**config.mk**
```make
export PLATFORM = sky130hd
export DESIGN_NAME = mem_arbiter
export DESIGN_NICKNAME = d
export VERILOG_FILES = /design/src/rtl/mem_arbiter.sv
export SDC_FILE = /design/constraint.sdc
export NUM_CORES = 1
export LEC_CHECK = 0
export ABC_AREA = 1
export BUFFER_PORTS_ARGS = -buffer_cell sky130_fd_sc_hd__buf_4
export CAP_MARGIN = 5
export CORE_AREA = 2 2 60 62
export CTS_BUF_LIST = sky130_fd_sc_hd__clkbuf_4 sky130_fd_sc_hd__clkbuf_8 sky130_fd_sc_hd__clkbuf_16
export CTS_CLUSTER_SIZE = 12
export DETAILED_ROUTE_END_ITERATION = 7
export DIE_AREA = 0 0 62 64
export MAX_ROUTING_LAYER = met4
export PLACE_DENSITY = 0.85
export SETUP_SLACK_MARGIN = 0.3
export SLEW_MARGIN = 10
export SYNTH_ARGS = -nofsm -noshare
export SYNTH_HDL_FRONTEND = slang
export SYNTH_SLANG_ARGS = --single-unit
```
**constraint.sdc**
```tcl
create_clock -name clock -period 3.03 [get_ports clock]
set_input_delay 0 -clock clock [delete_from_list [all_inputs] [get_ports clock]]
set_output_delay 0 -clock clock [all_outputs]
set_load 0.05 [all_outputs]
```
**src/rtl/mem_arbiter.sv**
```systemverilog
// Two-port arbiter in front of a single-port synchronous RAM. Port A has priority, and port B is forced after STARVE_MAX denied cycles.
// Grants are combinational in the request cycle; rvalid and rdata follow one cycle later.
module mem_arbiter #(
   parameter int AW         = 16,
   parameter int DW         = 16,
   parameter int STARVE_MAX = 4
) (
   input  logic          clock,
   input  logic          reset,
   input  logic          a_req,
   input  logic          a_we,
   input  logic [AW-1:0] a_addr,
   input  logic [DW-1:0] a_wdata,
   output logic          a_gnt,
   output logic          a_rvalid,
   output logic [DW-1:0] a_rdata,
   input  logic          b_req,
   input  logic          b_we,
   input  logic [AW-1:0] b_addr,
   input  logic [DW-1:0] b_wdata,
   output logic          b_gnt,
   output logic          b_rvalid,
   output logic [DW-1:0] b_rdata,
   output logic [AW-1:0] ram_address,
   output logic [DW-1:0] ram_data,
   output logic          ram_rden,
   output logic          ram_wren,
   input  logic [DW-1:0] ram_q
);

   localparam int CW = $clog2(STARVE_MAX + 1);
   localparam logic [CW-1:0] STARVE_LIM = CW'(STARVE_MAX);

   typedef enum logic {PRI_A, FORCE_B} arbState;

   arbState       state;
   logic [CW-1:0] starveCnt;
   logic [CW-1:0] starveNext;
   logic          forceB;
   logic          aGrant;
   logic          bGrant;

   always_comb begin
      forceB = (state == FORCE_B) && b_req;
      // Grants are gated by reset so that the RAM sees no access while reset is held.
      aGrant = !reset && a_req && !forceB;
      bGrant = !reset && b_req && (forceB || !a_req);
      if (b_req && !bGrant)
         starveNext = (starveCnt == STARVE_LIM) ? starveCnt : starveCnt + 1'b1;
      else
         starveNext = '0;
   end

   assign a_gnt       = aGrant;
   assign b_gnt       = bGrant;
   assign ram_address = bGrant ? b_addr  : a_addr;
   assign ram_data    = bGrant ? b_wdata : a_wdata;
   assign ram_wren    = (aGrant & a_we)  | (bGrant & b_we);
   assign ram_rden    = (aGrant & ~a_we) | (bGrant & ~b_we);
   assign a_rdata     = ram_q;
   assign b_rdata     = ram_q;

   always_ff @(posedge clock or posedge reset) begin
      if (reset) begin
         state     <= PRI_A;
         starveCnt <= '0;
         a_rvalid  <= 1'b0;
         b_rvalid  <= 1'b0;
      end else begin
         starveCnt <= starveNext;
         a_rvalid  <= aGrant & ~a_we;
         b_rvalid  <= bGrant & ~b_we;
         case (state)
            PRI_A:   if (starveNext == STARVE_LIM) state <= FORCE_B;
            FORCE_B: if (bGrant || !b_req) state <= PRI_A;
            default: state <= PRI_A;
         endcase
      end
   end

endmodule
```
==> Implementation_results.wiki <==
{| class="wikitable"
! Metric !! Value
|-
| Outcome || finished, final reports clean
|-
| Number of vias after detailed routing || 1,253
|-
| Routed WL per cell || 11.7 um
|-
| Sum of negative setup slack || 0 ps
|-
| Number of CTS-inserted buffers || 3
|-
| Worst-case register-to-register setup slack || 1770 ps
|-
| Sequential fraction of the synthesis area || 15.2%
|-
| Slew @ Worst Pin || 427 ps
|-
| Horizontal die dimension || 62 um
|-
| Type of the setup path with the least slack || input port to primary output
|-
| Via-per-instance ratio || 4.22
|-
| Main area contributors after synthesis || sky130_fd_sc_hd__nand2_1, sky130_fd_sc_hd__buf_4, sky130_fd_sc_hd__dfrtp_1, sky130_fd_sc_hd__buf_6, sky130_fd_sc_hd__inv_1
|-
| CTS tree || done
|-
| Vias in the first global route || 1,188
|-
| Path class of the lowest-slack min-delay path || input port to primary output
|-
| Period utilisation layout || 71.3%
|-
| Maximum vdd ir drop || 0.221 mV
|-
| Commonest cells after routing, fill and taps aside || sky130_fd_sc_hd__nand2_1, sky130_fd_sc_hd__buf_4, sky130_fd_sc_hd__inv_1
|-
| Nets in the synthesized netlist || 264
|-
| Cell area after synthesis || 985 um^2
|-
| Setup Skew || 3.58 ps
|-
| Global Route Usage Sum || 16.7%
|-
| Fraction of layout instances using a drive strength above 1 || 45.4%
|-
| Worst flop-to-flop path startpoint || state$_DFF_PP0_
|-
| Final net count || 341
|-
| Sum of internal, switching and leakage power || 0.503 mW
|-
| Quantity of I/O buffers inserted on ports || 107
|-
| Placed Cells incl. Taps || 291
|-
| Number of instances in the synthesized netlist || 176
|-
| Post-layout instance count excluding filler cells || 297
|-
| Arrival @ worst endpoint || 2160 ps
|-
| Category of the worst setup path launch point || input port
|-
| DR DRC count || 0
|-
| Max Cap Violations || 0
|-
| Row cnt || 21
|-
| Starting Density || 30.0%
|-
| Clock Tree Buf Depth || 2
|-
| Register-to-Register Path Depth || 5
|-
| Overflow left after global routing || 0
|-
| Final core occ || 49.0%
|-
| Die outline height || 64 um
|-
| Leakage power summed over all cells || 1.01 nW
|-
| Skew-Pair Late Insertion Delay || 250 ps
|-
| Post-CTS setup buffers || 0
|-
| Warnings from Yosys || 0
|-
| Final worst path period need || 2160 ps
|-
| Area of the die || 0.00397 mm^2
|-
| Number of violations reported at the end of detailed-routing iteration 0 || 65
|-
| Hold slack || 0.0242 ps
|-
| Reg2Reg Capture Point || starveCnt[2]$_DFF_PP0_
|-
| Synth unique cells || 16
|-
| H-tree lvl count || 1
|-
| Number of failing setup endpoints in the final timing report || 0
|-
| Number of antenna violations at the first check in global routing || 0
|-
| Final WL || 3.47 mm
|-
| Headroom to the max-slew limit || 71.5%
|-
| Antenna Nets Post-Route || 0
|-
| Crit path from || reset
|-
| Global-route wire length before repair || 4.90 mm
|-
| Cell type with the highest aggregate area in the netlist || sky130_fd_sc_hd__nand2_1
|-
| Clock sink total || 6
|-
| Fmax || 463 MHz
|-
| Fin. max-slew vios || 0
|-
| Root Driver || sky130_fd_sc_hd__clkbuf_4
|-
| Data required time of the worst path || 3030 ps
|-
| Hpwl dp || 2.89 mm
|-
| End point of the critical path || ram_data[13]
|-
| Post-synthesis area per instance || 5.59 um^2
|-
| Number of register bits inferred by synthesis || 6
|-
| Layout Area Growth over Synthesis || 63.4%
|-
| Areal power density over the cells || 313 mW/mm^2
|-
| Final estimated routing congestion in global placement || 0.714
|-
| Unrepaired setup endpoints after global routing || no
|-
| Kind of capture point of the worst setup path || primary output
|-
| Number of antenna repair diodes || 0
|-
| Largest fanout on the critical path || 36
|-
| Share of Yosys cell area claimed by the top area cell type || 40.8%
|-
| Final number of hold-violating endpoints || 0
|-
| Number of optimization iterations in the first detailed-route pass || 4
|-
| Maximum number of pins on one net before global-route repair || 37
|-
| Placeable core region || 0.00328 mm^2
|-
| Ports placed on the boundary || 156
|}
==> sequential cells by signal (all words and copies together), names as in the netlist <==
register / cells
b_rvalid: 1
starveCnt: 3
state: 1
a_rvalid: 1
==> worst max-delay path, stage by stage <==
cell and delay [ps]:
sky130_fd_sc_hd__dlygate4sd3_1 540, sky130_fd_sc_hd__buf_4 130, sky130_fd_sc_hd__inv_1 260, sky130_fd_sc_hd__nand3_4 370, sky130_fd_sc_hd__clkinv_2 450, sky130_fd_sc_hd__nand2_1 100, sky130_fd_sc_hd__nand2_1 80, sky130_fd_sc_hd__buf_4 190
==> cell families after synthesis <==
| kind of cell | Yosys count | synth area share, % |
|---|---|---|
| buf+inv | 47 | 32.9 |
| simple gates | 118 | 47.5 |
| flops | 6 | 15.2 |
| fa+ha+maj | 2 | 2.54 |
| compound gates | 3 | 1.78 |
==> cell usage after synthesis <==
cell                       count
sky130_fd_sc_hd__nand3_1       3
sky130_fd_sc_hd__clkinv_2      1
sky130_fd_sc_hd__a21oi_1       1
sky130_fd_sc_hd__nand4_1       1
sky130_fd_sc_hd__dfrtp_1       6
sky130_fd_sc_hd__ha_1          2
sky130_fd_sc_hd__nand2_1     107
sky130_fd_sc_hd__buf_2         3
sky130_fd_sc_hd__buf_4        32
sky130_fd_sc_hd__inv_1         8
sky130_fd_sc_hd__nor2_1        4
sky130_fd_sc_hd__nand2_2       2
sky130_fd_sc_hd__a31oi_1       1
sky130_fd_sc_hd__o22ai_1       1
sky130_fd_sc_hd__nand3_4       1
sky130_fd_sc_hd__buf_6         3
==> routing by layer <==
layer / wire length [um] / vias to the layer above / global-route usage (%)
met3: 599 / 5 / 8.91
li1: - / 646 / -
met1: 1060 / 510 / 13.2
met2: 1770 / 92 / 30.9
met4: 47 / 0 / 5.32
met5: 0 / - / -
==> worst min-delay path by stage <==
stage	from	to	slack (ps)	cells past startpoint
global placement	reset	a_rvalid$_DFF_PP0_	-20	2
floorplan	reset	a_rvalid$_DFF_PP0_	-160	1
detailed placement	reset	a_rvalid$_DFF_PP0_	-20	2
global route	ram_q[5]	b_rdata[5]	0.1	0
CTS	ram_q[4]	b_rdata[4]	0.5	0
finish	ram_q[3]	b_rdata[3]	0.02	0
==> area by class of cell <==
| class | instances | area (um^2) |
|---|---|---|
| sequential | 6 | 150 |
| timing repair buffer | 110 | 833 |
| inverter | 9 | 35.0 |
| fill | 336 | 1680 |
| tap | 46 | 57.6 |
| multi-input combinational | 123 | 510 |
| clock buffer | 3 | 22.5 |
==> metrics by stage <==
stage / worst slack (ps) / area (um^2)
finish: 870 / 1610
CTS: 839 / 1610
global route: 574 / 1610
floorplan: 1500 / 985
detailed placement: 1290 / 1560
global placement: 1300 / 1560
==> timing repair <==
item / 4_1_cts / 5_1_grt
hold buffers: 3 / 0
resized for setup: 0 / 0
endpoints found under the hold margin: 8 / 0
==> power by group <==
part	leakage (nW)	switching, mW	internal [mW]
Combinational	0.914	0.208	0.130
Clock	0.0138	0.0292	0.0448
Sequential	0.0808	0.00444	0.0866
Total	1.01	0.242	0.261
(Power assumes the default switching activity.)
